## src/rtl/ro_pair_meas_sched_pkg.sv

```systemverilog
// Shared types and default timing for the RO-pair PUF measurement scheduler.
// Latency: n/a (declarations only).
// Backpressure: n/a.
package ro_puf_pkg;

    typedef enum logic [3:0] {
        IDLE      = 4'd0,
        SETUP_A   = 4'd1,
        SETTLE_A  = 4'd2,
        COUNT_A   = 4'd3,
        GUARD_A   = 4'd4,
        CAPTURE_A = 4'd5,
        SETUP_B   = 4'd6,
        SETTLE_B  = 4'd7,
        COUNT_B   = 4'd8,
        GUARD_B   = 4'd9,
        CAPTURE_B = 4'd10,
        COMPARE   = 4'd11,
        DONE      = 4'd12
    } state_t;

    localparam int unsigned SETTLE_CYC_DEF = 32'd2000000000;
    localparam int unsigned WINDOW_CYC_DEF = 32'd500000;
    localparam int unsigned GUARD_CYC_DEF  = 32'd4;

    // RO must keep running from settle through the guard so the counter sees a clean tail.
    function automatic logic ro_active(input state_t s);
        return (s == SETTLE_A) || (s == COUNT_A) || (s == GUARD_A) ||
               (s == SETTLE_B) || (s == COUNT_B) || (s == GUARD_B);
    endfunction

    function automatic logic counting(input state_t s);
        return (s == COUNT_A) || (s == COUNT_B);
    endfunction

endpackage

```

## src/rtl/ro_pair_meas_sched_if.sv

```systemverilog
// Bundle between the scheduler, the challenge source and the RO bank/counter.
// Latency: n/a (wires only).
// Backpressure: none; start is a pulse, abort a level.
interface ro_pair_meas_sched_if #(
    parameter int SEL_W = 4,
    parameter int CNT_W = 32
);
    logic             start;
    logic             abort;
    logic [SEL_W-1:0] chal_a;
    logic [SEL_W-1:0] chal_b;
    logic [SEL_W-1:0] ro_sel;
    logic             ro_en;
    logic             cnt_clr;
    logic             cnt_en;
    logic [CNT_W-1:0] cnt_val;
    logic [CNT_W-1:0] count_a;
    logic [CNT_W-1:0] count_b;
    logic             resp;
    logic             tie;
    logic             resp_valid;
    logic             busy;

    modport master (
        input  start, abort, chal_a, chal_b, cnt_val,
        output ro_sel, ro_en, cnt_clr, cnt_en, count_a, count_b,
               resp, tie, resp_valid, busy
    );

    modport slave (
        output start, abort, chal_a, chal_b, cnt_val,
        input  ro_sel, ro_en, cnt_clr, cnt_en, count_a, count_b,
               resp, tie, resp_valid, busy
    );
endinterface

```

## src/rtl/ro_pair_meas_sched_phase_timer.sv

```systemverilog
// Down-counting phase timer: load N-1 on phase entry, expired while it reads 0.
// Latency: load visible the cycle after it is asserted.
// Backpressure: none; clr wins over load.
module phase_timer #(
    parameter int CNT_W = 32
) (
    input  logic             clk,
    input  logic             rst_n,
    input  logic             load,
    input  logic [CNT_W-1:0] load_val,
    input  logic             clr,
    output logic             expired
);

    logic [CNT_W-1:0] timer;

    always_ff @(posedge clk or negedge rst_n) begin
        if (!rst_n) begin
            timer <= '0;
        end else if (clr) begin
            timer <= '0;
        end else if (load) begin
            timer <= load_val;
        end else if (timer != '0) begin
            timer <= timer - 1'b1;
        end
    end

    assign expired = (timer == '0);

endmodule

```

## src/rtl/ro_pair_meas_sched.sv

```systemverilog
// Sequences one RO-pair measurement (A then B) and emits the comparison bit.
// Latency: 2*(SETTLE_CYC+WINDOW_CYC+GUARD_CYC+2)+2 cycles from accepted start to resp_valid.
// Backpressure: none; start ignored while busy, abort returns to IDLE next edge.
module ro_pair_meas_sched
    import ro_puf_pkg::*;
#(
    parameter int          SEL_W      = 4,
    parameter int          CNT_W      = 32,
    parameter int unsigned SETTLE_CYC = SETTLE_CYC_DEF,
    parameter int unsigned WINDOW_CYC = WINDOW_CYC_DEF,
    parameter int unsigned GUARD_CYC  = GUARD_CYC_DEF
) (
    input logic                 clk,
    input logic                 rst_n,
    ro_pair_meas_sched_if.master bus
);

    if (SETTLE_CYC == 0 || (64'(SETTLE_CYC) >> CNT_W) != 64'd0) begin : g_bad_settle
        $error("SETTLE_CYC must be >= 1 and fit in CNT_W bits");
    end
    if (WINDOW_CYC == 0 || (64'(WINDOW_CYC) >> CNT_W) != 64'd0) begin : g_bad_window
        $error("WINDOW_CYC must be >= 1 and fit in CNT_W bits");
    end
    if (GUARD_CYC == 0 || (64'(GUARD_CYC) >> CNT_W) != 64'd0) begin : g_bad_guard
        $error("GUARD_CYC must be >= 1 and fit in CNT_W bits");
    end

    state_t           state;
    state_t           state_nxt;
    logic [SEL_W-1:0] chal_a_q;
    logic [SEL_W-1:0] chal_b_q;
    logic             tmr_load;
    logic             tmr_clr;
    logic             tmr_expired;
    logic [CNT_W-1:0] tmr_load_val;

    always_comb begin
        state_nxt = state;
        if (bus.abort) begin
            state_nxt = IDLE;
        end else begin
            case (state)
                IDLE:      if (bus.start) state_nxt = SETUP_A;
                SETUP_A:   state_nxt = SETTLE_A;
                SETTLE_A:  if (tmr_expired) state_nxt = COUNT_A;
                COUNT_A:   if (tmr_expired) state_nxt = GUARD_A;
                GUARD_A:   if (tmr_expired) state_nxt = CAPTURE_A;
                CAPTURE_A: state_nxt = SETUP_B;
                SETUP_B:   state_nxt = SETTLE_B;
                SETTLE_B:  if (tmr_expired) state_nxt = COUNT_B;
                COUNT_B:   if (tmr_expired) state_nxt = GUARD_B;
                GUARD_B:   if (tmr_expired) state_nxt = CAPTURE_B;
                CAPTURE_B: state_nxt = COMPARE;
                COMPARE:   state_nxt = DONE;
                DONE:      state_nxt = IDLE;
                default:   state_nxt = IDLE;
            endcase
        end
    end

    // Timed phases never re-enter themselves, so a state change is the phase-entry strobe.
    always_comb begin
        tmr_load     = 1'b0;
        tmr_load_val = '0;
        if (state_nxt != state) begin
            case (state_nxt)
                SETTLE_A, SETTLE_B: begin
                    tmr_load     = 1'b1;
                    tmr_load_val = CNT_W'(SETTLE_CYC - 32'd1);
                end
                COUNT_A, COUNT_B: begin
                    tmr_load     = 1'b1;
                    tmr_load_val = CNT_W'(WINDOW_CYC - 32'd1);
                end
                GUARD_A, GUARD_B: begin
                    tmr_load     = 1'b1;
                    tmr_load_val = CNT_W'(GUARD_CYC - 32'd1);
                end
                default: ;
            endcase
        end
    end

    assign tmr_clr = (state_nxt == IDLE);

    phase_timer #(.CNT_W(CNT_W)) u_timer (
        .clk      (clk),
        .rst_n    (rst_n),
        .load     (tmr_load),
        .load_val (tmr_load_val),
        .clr      (tmr_clr),
        .expired  (tmr_expired)
    );

    // Outputs are decoded from the next state so they switch on the edge the state is entered.
    always_ff @(posedge clk or negedge rst_n) begin
        if (!rst_n) begin
            state          <= IDLE;
            chal_a_q       <= '0;
            chal_b_q       <= '0;
            bus.ro_sel     <= '0;
            bus.ro_en      <= 1'b0;
            bus.cnt_clr    <= 1'b0;
            bus.cnt_en     <= 1'b0;
            bus.count_a    <= '0;
            bus.count_b    <= '0;
            bus.resp       <= 1'b0;
            bus.tie        <= 1'b0;
            bus.resp_valid <= 1'b0;
            bus.busy       <= 1'b0;
        end else begin
            state          <= state_nxt;
            bus.ro_en      <= ro_active(state_nxt);
            bus.cnt_en     <= counting(state_nxt);
            bus.cnt_clr    <= (state_nxt == SETUP_A) || (state_nxt == SETUP_B);
            bus.resp_valid <= (state_nxt == DONE);
            bus.busy       <= (state_nxt != IDLE);

            if (state == IDLE && state_nxt == SETUP_A) begin
                chal_a_q   <= bus.chal_a;
                chal_b_q   <= bus.chal_b;
                bus.ro_sel <= bus.chal_a;
            end else if (state == CAPTURE_A && state_nxt == SETUP_B) begin
                bus.ro_sel <= chal_b_q;
            end

            if (state == CAPTURE_A && state_nxt == SETUP_B) begin
                bus.count_a <= bus.cnt_val;
            end
            if (state == CAPTURE_B && state_nxt == COMPARE) begin
                bus.count_b <= bus.cnt_val;
            end
            if (state == COMPARE && state_nxt == DONE) begin
                bus.resp <= (bus.count_a > bus.count_b);
                bus.tie  <= (bus.count_a == bus.count_b);
            end
        end
    end

endmodule
```

## src/flat_wrapper.sv

```systemverilog
// flat-port wrapper written by rule: the top's interface ports become plain ports
module ro_pair_meas_sched_flat import ro_puf_pkg::*;
#(
    parameter int          SEL_W      = 4,
    parameter int          CNT_W      = 32,
    parameter int unsigned SETTLE_CYC = SETTLE_CYC_DEF,
    parameter int unsigned WINDOW_CYC = WINDOW_CYC_DEF,
    parameter int unsigned GUARD_CYC  = GUARD_CYC_DEF
)
  (clk, rst_n, bus_start, bus_abort, bus_chal_a, bus_chal_b, bus_cnt_val, bus_ro_sel, bus_ro_en, bus_cnt_clr, bus_cnt_en, bus_count_a, bus_count_b, bus_resp, bus_tie, bus_resp_valid, bus_busy);
  ro_pair_meas_sched_if #(.SEL_W(SEL_W), .CNT_W(CNT_W)) bus_i ();
  input logic clk;
  input logic rst_n;
  input wire logic [$bits(bus_i.start)-1:0] bus_start;
  input wire logic [$bits(bus_i.abort)-1:0] bus_abort;
  input wire logic [$bits(bus_i.chal_a)-1:0] bus_chal_a;
  input wire logic [$bits(bus_i.chal_b)-1:0] bus_chal_b;
  input wire logic [$bits(bus_i.cnt_val)-1:0] bus_cnt_val;
  output wire logic [$bits(bus_i.ro_sel)-1:0] bus_ro_sel;
  output wire logic [$bits(bus_i.ro_en)-1:0] bus_ro_en;
  output wire logic [$bits(bus_i.cnt_clr)-1:0] bus_cnt_clr;
  output wire logic [$bits(bus_i.cnt_en)-1:0] bus_cnt_en;
  output wire logic [$bits(bus_i.count_a)-1:0] bus_count_a;
  output wire logic [$bits(bus_i.count_b)-1:0] bus_count_b;
  output wire logic [$bits(bus_i.resp)-1:0] bus_resp;
  output wire logic [$bits(bus_i.tie)-1:0] bus_tie;
  output wire logic [$bits(bus_i.resp_valid)-1:0] bus_resp_valid;
  output wire logic [$bits(bus_i.busy)-1:0] bus_busy;
  assign bus_i.start = bus_start;
  assign bus_i.abort = bus_abort;
  assign bus_i.chal_a = bus_chal_a;
  assign bus_i.chal_b = bus_chal_b;
  assign bus_i.cnt_val = bus_cnt_val;
  assign bus_ro_sel = bus_i.ro_sel;
  assign bus_ro_en = bus_i.ro_en;
  assign bus_cnt_clr = bus_i.cnt_clr;
  assign bus_cnt_en = bus_i.cnt_en;
  assign bus_count_a = bus_i.count_a;
  assign bus_count_b = bus_i.count_b;
  assign bus_resp = bus_i.resp;
  assign bus_tie = bus_i.tie;
  assign bus_resp_valid = bus_i.resp_valid;
  assign bus_busy = bus_i.busy;
  ro_pair_meas_sched #(.SEL_W(SEL_W), .CNT_W(CNT_W), .SETTLE_CYC(SETTLE_CYC), .WINDOW_CYC(WINDOW_CYC), .GUARD_CYC(GUARD_CYC)) u_core (.clk(clk), .rst_n(rst_n), .bus(bus_i));
endmodule
```

## config.mk

```make
export PLATFORM = sky130hd
export DESIGN_NAME = ro_pair_meas_sched_flat
export DESIGN_NICKNAME = d
export VERILOG_FILES = /design/src/rtl/ro_pair_meas_sched_pkg.sv /design/src/rtl/ro_pair_meas_sched_if.sv /design/src/rtl/ro_pair_meas_sched_phase_timer.sv /design/src/rtl/ro_pair_meas_sched.sv /design/src/flat_wrapper.sv
export SDC_FILE = /design/constraint.sdc
export NUM_CORES = 1
export LEC_CHECK = 0
export CORE_UTILIZATION = 56
export CTS_CLUSTER_DIAMETER = 100
export CTS_CLUSTER_SIZE = 10
export DETAILED_ROUTE_END_ITERATION = 6
export PLACE_DENSITY = 0.86
export SLEW_MARGIN = 20
export SYNTH_ARGS = -nofsm -noshare
export SYNTH_HDL_FRONTEND = slang
export SYNTH_SLANG_ARGS = --single-unit
```

## constraint.sdc

```tcl
create_clock -name clk -period 4.9 [get_ports clk]
set_input_delay 0.98 -clock clk [delete_from_list [all_inputs] [get_ports clk]]
set_output_delay 0.98 -clock clk [all_outputs]
set_load 0.02 [all_outputs]
```

Word level (Yosys, flattened, before mapping)
Cells that the tools add are included.
Word-level totals
  bits in registers: 115
  output and inout bits: 75
  word-level logic and storage cells: 78
  input port bits: 44
Operators by class
  reductions and logical operators: 22
  muxes and demuxes: 18
  order comparisons: 1
  add/subtract/negate cells: 1
  equality and inequality tests: 23
Operator list (count)
  $mux W32: 4
  $pmux W31 S3: 1
  $pmux W4 S12: 1
  $mux W4: 10
  $eq A32 B32 Y1: 1
  $eq A4 B4 Y1 const B: 8
  $gt A32 B32 Y1: 1
  $logic_not A32 Y1: 1
  $reduce_bool A32 Y1: 1
  $sub A32 B1 Y32 const B: 1
  $eq A4 B3 Y1 const B: 7
  $eq A4 B2 Y1 const B: 4
  $eq A4 B1 Y1 const B: 2
  $logic_not A4 Y1: 2
  $logic_or A1 B1 Y1: 7
  $reduce_or A2 Y1: 3
  $reduce_or A6 Y1: 1
  $logic_and A1 B1 Y1: 4
  $ne A4 B4 Y1: 1
  $reduce_bool A4 Y1: 1
  $reduce_bool A3 Y1: 1
  $mux W1: 2
  $reduce_bool A2 Y1: 1

Depth between registers and ports, before layout
Gate-level depths: netlist (run 1).
  depth after elaboration: 10
  gate-level depth with buffers: 14
  mapped depth without buffers: 11

By module
From an unflattened synthesis (run 1), not the netlist that was laid out.
Second synthesis, totals
  cell total of the unflattened synthesis: 583
  area, all modules: 6303.5 µm²
Modules (own cells, without submodules)
  ro_pair_meas_sched: sequential area each 2077.0 µm², area an instance 4388.0 µm², instances 1, cells each 379
  phase_timer: sequential area each 800.8 µm², area an instance 1915.6 µm², instances 1, cells each 204

Worst setup path after synthesis (run 1)
Ideal clock, no wire load.
  kind: register to register
  start point: register u_core.u_timer.timer[24]
  end point: register u_core.bus.count_a[17]
  buffers on the path: 2
  data required time: 4.775 ns
  slack: 1.817 ns
  setup time: 0.125 ns
  period minus slack after synthesis: 3.083 ns
  stages on the path, launching flop included: 10
  arrival time: 2.958 ns
  path through: dfrtp_1 or4_4 or4_1 buf_2 o41ai_2 mux2_4 nor3_2 nand3_2 buf_2 mux2_2
On the way
  word-level cells in the longest chain between the ends: 6
  elaborated cells on any way between the ends: 11
  classes of those cells: eq/ne (1); mux (8); reduce/logical (2)
Ends and longest elaborated chain
  start, declared: line ro_pair_meas_sched_phase_timer.sv:15  | logic [CNT_W-1:0] timer;
  start signal, assigned: line ro_pair_meas_sched_phase_timer.sv:23  | timer <= load_val;
  start signal, assigned: line ro_pair_meas_sched_phase_timer.sv:25  | timer <= timer - 1'b1;
  $logic_not A32 Y1 *: line ro_pair_meas_sched_phase_timer.sv:29  | assign expired = (timer == '0);
  $mux W4 (tied with other cells): line ro_pair_meas_sched.sv:52  | GUARD_B: if (tmr_expired) state_nxt = CAPTURE_B;
  $pmux W4 S12 *: line ro_pair_meas_sched.sv:42  | case (state)
  $mux W4 *: line ro_pair_meas_sched.sv:39  | if (bus.abort) begin
  $eq A4 B3 Y1 *: line ro_pair_meas_sched.sv:127  | if (state == CAPTURE_A && state_nxt == SETUP_B) begin
  $logic_and A1 B1 Y1 *: line ro_pair_meas_sched.sv:127
  end signal, assigned: line ro_pair_meas_sched.sv:128  | bus.count_a <= bus.cnt_val;
  end, declared: line ro_pair_meas_sched_if.sv:26  | output ro_sel, ro_en, cnt_clr, cnt_en, count_a, count_b,
Every way passes the cells marked *; elsewhere a longest branch is shown, timed or not.
A chain may end at the register's enable or synchronous reset.

Worst setup path in the final report (run 1)
  start point: register u_core.u_timer.timer[0]
  end point: register u_core.bus.count_a[25]
Same word-level chain as after synthesis.

==> out/metrics.cfg, run 1 <==
[route]
wire_per_inst_um=18.6
drc_errors=0
ant_nets=0
routed_via_density=5.88
dr_total_vias=4648
first_iter_violations=273
routed_wl_um=14700
first_pass_iters=5

[setup_path]
crit_fanout=37
r2r_cells=9
cp_slowest_stage_delay_ps=840
worst-setup-path-type=reg -> reg
start_kind=flip-flop
crit_path_end_kind=flip-flop
slowest_stage=nand3_2
critPathRequiredTime_ps=5300
reg2reg_from=u_core.u_timer.timer[0]$_DFFE_PN0P_
crit_chain=inv_1 > ha_1 > nor3b_1 > and3_1 > a31oi_1 > mux2_4 > nor3_2 > nand3_2 > mux2_1
arrival_ps=4490
reg2reg_to=u_core.bus.count_a[25]$_DFFE_PN0P_
r2r_setup_slack_ps=810

[hold_path]
holdCritPathClass=reg -> reg
hold_depth=2
hold_path_end=u_core.bus.tie$_DFFE_PN0P_
min_from=u_core.bus.tie$_DFFE_PN0P_

[yosys]
synthAdderAreaFrac_pct=7.00
muxShareOfSynthArea_pct=14.5
synth-edff-count=0
ys_seq_area_share_pct=48.8
synth_simple_gate_area_share_pct=11.2
ys_warn_count=0
synth_top_cell_by_area=dfrtp_1
netlist.area_leader.share_pct=48.8
synthTopCellsByArea=dfrtp_1 49%, mux2_2 13%, ha_1 7.0%
syn_nets=598
netlist_instances=521
synth.avg_cell_area_um2=11.3
synth_compound_area_share_pct=9.51
synth-xor-area-share_pct=4.61
yosys_most_used_dff=dfrtp_1
synth_cell_type_count=59
ys_seq_elements=115
syn_area_mm2=0.00590
synth_top_family_by_area=multiplexers
async_flop_share_pct=100

[grt]
grt_pass1_wl_um=24400
grt_util_all_layers_pct=28.5
antenna_found_initial=0
first_global_vias=4905
grt-ovfl-total=0
grt_max_degree=87

[finish]
final_nets=721
fill_cells=677
final_cells=791
synthToLayoutAreaGrowth_pct=31.2
drive_above_1_share_pct=17.4
diodes=0

[timing]
finalSetupViolCount=0
skew_ps=10.1
slew_violations=0
whs_ps=495
rsz0062_at_grt=no
period_share_pct=83.5
fin_crit_ps=4090
finalHoldViolCount=0
max_freq_ghz=0.244
fin_setup_tns_ps=0
tightest_slew_ps=1070
slew_headroom_pct=28.5

[clocking]
numCtsBuffers=17
ctsResizeCount=0
tritoncts=done
path_clk_slew_ps=60
clk_path_buf_depth=2
cts-root-buf=clkbuf_8
post_cts_buffers=0
clkSinkCount=115
ctsHtreeMaxLevel=4
cts_hold_buf=0
clk_latency_ps=520

[power_and_ir_drop]
p_leak_nw=3.65
ir_drop_uv=310
power.total_mw=3.80
cellPowerDensity_mw_per_mm2=491

[place]
io_buffer_count=118
dp_hpwl_um=9920
dp_cells=761
place.gp.congestion=0.909

[floorplanning]
die_area_mm2=0.0109
placement_rows=37
initial_utilization_pct=57.4
chipWidth_um=105
core_area_mm2=0.0103
die_h_um=105
io_pins=119

[outcome]
run_status=complete, no violations

[run]
drv_cap=0

## cell families after synthesis
group | count (synthesis)
compound gates | 83
xor+xnor | 31
fa+ha+maj | 33
buf+inv | 60
flops | 115
mux | 76
simple gates | 123
## flip-flops by register name (all words and copies together), names as in the netlist
register / flops
u_core.u_timer.timer: 32
u_core.bus.count_b: 32
u_core.bus.cnt_clr: 1
u_core.bus.ro_en: 1
u_core.bus.resp_valid: 1
u_core.bus.ro_sel: 4
u_core.chal_b_q: 4
u_core.bus.cnt_en: 1
u_core.state: 4
u_core.bus.busy: 1
u_core.bus.resp: 1
u_core.bus.tie: 1
u_core.bus.count_a: 32
## Yosys cell counts (4+ instances only)
| library cell | instances |
|---|---|
| o21ai_1 | 20 |
| nand3_1 | 10 |
| nor2_1 | 26 |
| nor2b_1 | 4 |
| a21oi_1 | 11 |
| nand2_1 | 22 |
| xor2_1 | 9 |
| mux2i_1 | 6 |
| clkbuf_1 | 6 |
| dfrtp_1 | 115 |
| mux2_2 | 66 |
| inv_1 | 43 |
| or3_1 | 4 |
| o21ai_0 | 15 |
| a21o_1 | 8 |
| nand2b_1 | 4 |
| nand4_1 | 13 |
| xnor2_1 | 22 |
| nor3_1 | 10 |
| nor4_1 | 10 |
| ha_1 | 33 |
| or4_1 | 4 |
| buf_2 | 4 |
## worst max-delay path: cells and delay by family (launching register included)
| kind | cells | cell delay, ps |
|---|---|---|
| mux | 2 | 990 |
| simple gates | 4 | 2110 |
| buf+inv | 1 | 100 |
| fa+ha+maj | 1 | 200 |
| compound gates | 1 | 170 |
| flops | 1 | 390 |
## through the flow
stage               setup WS, ps  area [µm²]  util (%)
floorplan                   1820        5900         -
global placement             988        7170      69.7
detailed placement           876        7170      69.7
CTS                          855        7730      75.2
global route                 491        7740      75.3
finish                       808        7740      75.3
## worst max path at each step
stage	start	end	slack (ps)	cells past startpoint
5_1_grt	u_core.u_timer.timer[0]$_DFFE_PN0P_	u_core.bus.count_a[25]$_DFFE_PN0P_	490	9
3_5_place_dp	u_core.u_timer.timer[0]$_DFFE_PN0P_	u_core.bus.count_a[25]$_DFFE_PN0P_	880	9
4_1_cts	u_core.u_timer.timer[0]$_DFFE_PN0P_	u_core.bus.count_a[25]$_DFFE_PN0P_	860	9
2_1_floorplan	u_core.u_timer.timer[24]$_DFFE_PN0P_	u_core.bus.count_a[17]$_DFFE_PN0P_	1820	9
6_report	u_core.u_timer.timer[0]$_DFFE_PN0P_	u_core.bus.count_a[25]$_DFFE_PN0P_	810	9
3_3_place_gp	u_core.u_timer.timer[24]$_DFFE_PN0P_	u_core.bus.count_a[25]$_DFFE_PN0P_	990	7
## final cells by class
type                    count  area, µm²  area share [%]
well taps                 136        170            2.20
clock inverters            10        109            1.41
clock buffers              20        455            5.89
inverters                  43        161            2.09
multi-input cells         346       2760            35.6
repair buffers            121       1200            15.6
flip-flops and latches    115       2880            37.2
## cells in the final DEF, fill, tap and decap left out, types with 5 or more instances in the layout
master / synthesis / final
clkdlybuf4s50_1: 0 / 117
dfrtp_1: 115 / 115
mux2_2: 66 / 66
inv_1: 43 / 43
ha_1: 33 / 33
nor2_1: 26 / 26
xnor2_1: 22 / 22
nand2_1: 22 / 22
o21ai_1: 20 / 20
clkbuf_16: 0 / 16
o21ai_0: 15 / 15
nand4_1: 13 / 13
a21oi_1: 11 / 11
nand3_1: 10 / 10
nor4_1: 10 / 10
nor3_1: 10 / 10
xor2_1: 9 / 9
a21o_1: 8 / 8
mux2i_1: 6 / 6
clkinv_2: 0 / 5
## report_power, final
part	internal, mW	switching [mW]
clock network	0.753	0.430
registers	1.10	0.150
logic	0.587	0.776
## layer usage
layer | vias up | global-route usage, % | wire (µm)
met2 | 186 | 48.1 | 7380
li1 | 2098 | - | -
met1 | 2318 | 35.7 | 6190
met3 | 46 | 4.87 | 695
met5 | - | 0 | 0
met4 | 0 | 13.7 | 467
Note: power is estimated with default switching activity, not from simulation.
==> run 2: changes to the inputs <==
--- a/config.mk
+++ b/config.mk
@@ -5,11 +5,11 @@
 export SDC_FILE = /design/constraint.sdc
 export NUM_CORES = 1
 export LEC_CHECK = 0
-export CORE_UTILIZATION = 56
+export CORE_UTILIZATION = 52
 export CTS_CLUSTER_DIAMETER = 100
 export CTS_CLUSTER_SIZE = 10
 export DETAILED_ROUTE_END_ITERATION = 6
-export PLACE_DENSITY = 0.86
+export PLACE_DENSITY = 0.81
 export SLEW_MARGIN = 20
 export SYNTH_ARGS = -nofsm -noshare
 export SYNTH_HDL_FRONTEND = slang
==> constraint.sdc (replaced) <==
create_clock -name clk -period 3.99 [get_ports clk]
set_input_delay 0.798 -clock clk [delete_from_list [all_inputs] [get_ports clk]]
set_output_delay 0.798 -clock clk [all_outputs]
set_load 0.02 [all_outputs]
==> run 2 against run 1 <==
  * Maximum frequency rose by 13%
  * Clock skew decreased by 1.7 ps
  * Worst setup slack worse by 440 ps
  * Worst hold slack got worse by 24 ps
  * Global-route usage is 3.7 points lower
  * Highest routed layer unchanged
==> out/metrics.cfg, run 2 (synthesis gave the netlist of run 1 again) <==
[route]
ant_nets=0  ; unchanged
dr_total_vias=4542  ; -2.3%
first_iter_violations=277  ; +1.5%
drc_errors=0  ; unchanged
wire_per_inst_um=17.1  ; -7.9%
routed_via_density=5.64  ; -4.0%
routed_wl_um=13800  ; -6.3%
first_pass_iters=7  ; +2

[clocking]
tritoncts=done
clkSinkCount=115  ; unchanged
ctsResizeCount=0  ; unchanged
path_clk_slew_ps=50  ; about the same
clk_path_buf_depth=2  ; unchanged
clk_latency_ps=410  ; -110 ps
cts_hold_buf=0  ; unchanged
numCtsBuffers=17  ; unchanged
post_cts_buffers=0  ; unchanged
cts-root-buf=clkbuf_16
ctsHtreeMaxLevel=4  ; unchanged

[place]
dp_cells=773  ; +1.6%
dp_hpwl_um=9740  ; -1.9%
io_buffer_count=118  ; unchanged
dpl_cell_area_mm2=0.00725  ; +1.1%
place.gp.congestion=0.867  ; -4.6%

[setup_path]
critPathRequiredTime_ps=4220  ; -1080 ps
slowest_stage=or4_4
start_kind=flip-flop
worst-setup-path-type=reg -> reg
arrival_ps=3860  ; -630 ps
r2r_setup_slack_ps=370  ; -440 ps
crit_fanout=30  ; -19%
crit_chain=or4_4 > or4_1 > o41a_1 > o311a_1 > nor2_1 > a21boi_1 > a211o_2 > o21ai_1
crit_path_end_kind=flip-flop
cp_slowest_stage_delay_ps=580  ; -260 ps

[timing]
fin_setup_tns_ps=0  ; unchanged
finalHoldViolCount=0  ; unchanged
rsz0062_at_grt=no
finalSetupViolCount=0  ; unchanged
period_share_pct=90.8  ; +7.3 points
skew_ps=8.38  ; -1.69 ps
max_freq_ghz=0.276  ; +13%
slew_violations=0  ; unchanged
slew_headroom_pct=45.0  ; +17 points
tightest_slew_ps=824  ; -247 ps
fin_crit_ps=3620  ; -468 ps

[floorplanning]
core_area_mm2=0.0109  ; +6.4%
initial_utilization_pct=53.9  ; -3.5 points
placement_rows=38  ; +2.7%
die_area_mm2=0.0118  ; +7.5%
die_h_um=108  ; +3.7%
io_pins=119  ; unchanged
chipWidth_um=108  ; +3.7%

[grt]
antenna_found_initial=0  ; unchanged
grt_max_degree=66  ; -24%
grt_util_all_layers_pct=24.8  ; -3.7 points
grt-ovfl-total=0  ; unchanged
grt_pass1_wl_um=22500  ; -8.0%
first_global_vias=4648  ; -5.2%

[outcome]
run_status=complete, no violations

[power_and_ir_drop]
power.total_mw=4.69  ; +23%
cellPowerDensity_mw_per_mm2=600  ; +22%
ir_drop_uv=582  ; +88%
p_leak_nw=3.68  ; +0.90%

[finish]
final_core_util_pct=71.5  ; -3.8 points
diodes=0  ; unchanged
layout_common_cells=117 x clkdlybuf4s50_1, 115 x dfrtp_1, 66 x mux2_2
drive_above_1_share_pct=18.3  ; +0.94 points
synthToLayoutAreaGrowth_pct=32.6
finish.instance_area_mm2=0.00782  ; +1.0%
reg_top3=u_core.bus.count_a (32), u_core.bus.count_b (32), u_core.u_timer.timer (32)
final_cells=805  ; +1.8%
seqCellArea_mm2=0.00288  ; unchanged
fill_cells=770  ; +14%
multi_input_area_mm2=0.00276  ; unchanged
mostFrequentLayoutCell=clkdlybuf4s50_1
final_nets=729  ; +1.1%

[run]
drv_cap=0  ; unchanged

[hold_path]
holdCritPathClass=in -> async

run 2: stage by stage:
step                hold slack [ps]  setup WS, ps
detailed placement              472           434
finish                          471           365
global placement                461           522
global route                    515           158
floorplan                       457           907
CTS                             486           407
run 2: path summary, 6_finish.rpt:
path	to	startpoint	cells after the start
min reg2reg	u_core.bus.tie$_DFFE_PN0P_	u_core.bus.tie$_DFFE_PN0P_	2
min	u_core.bus.count_b[21]$_DFFE_PN0P_	rst_n	1
max	u_core.u_timer.timer[15]$_DFFE_PN0P_	u_core.u_timer.timer[24]$_DFFE_PN0P_	8
max in group asynchronous	u_core.bus.count_b[7]$_DFFE_PN0P_	rst_n	2
min in group clk	u_core.bus.tie$_DFFE_PN0P_	u_core.bus.tie$_DFFE_PN0P_	2
max reg2reg	u_core.u_timer.timer[15]$_DFFE_PN0P_	u_core.u_timer.timer[24]$_DFFE_PN0P_	8
run 2: where the power goes:
| part | internal (mW) | switching, mW |
|---|---|---|
| clock | 0.915 | 0.525 |
| combinational | 0.764 | 0.949 |
| sequential | 1.35 | 0.179 |
run 2: final cells by class:
class / count / area share, %
repair buffers: 129 / 16.3
multi-input cells: 346 / 35.3
inverters: 43 / 2.07
clock inverters: 13 / 1.75
clock buffers: 19 / 5.54
flip-flops and latches: 115 / 36.8
well taps: 140 / 2.24
run 2: critical path, delay by kind of cell, from the launching register on:
kind,cells,cell delay (ps)
simple gates,3,1300
compound gates,5,1710
flops,1,420
run 2: metal layers:
layer / vias to the layer above / global-route usage [%] / part of all wire, %
li1: 2114 / - / -
met1: 2231 / 30.9 / 43
met2: 172 / 42.3 / 51
met3: 25 / 5.49 / 5.1
met4: 0 / 9.07 / 1.5
met5: - / 0 / 0
==> run 3: changes to the inputs <==
--- a/config.mk
+++ b/config.mk
@@ -5,6 +5,7 @@
 export SDC_FILE = /design/constraint.sdc
 export NUM_CORES = 1
 export LEC_CHECK = 0
+export CAP_MARGIN = 10
 export CORE_UTILIZATION = 52
 export CTS_CLUSTER_DIAMETER = 100
 export CTS_CLUSTER_SIZE = 10
==> results of run 3 <==
Final layout, timing and power as in run 2 (identical DEF).
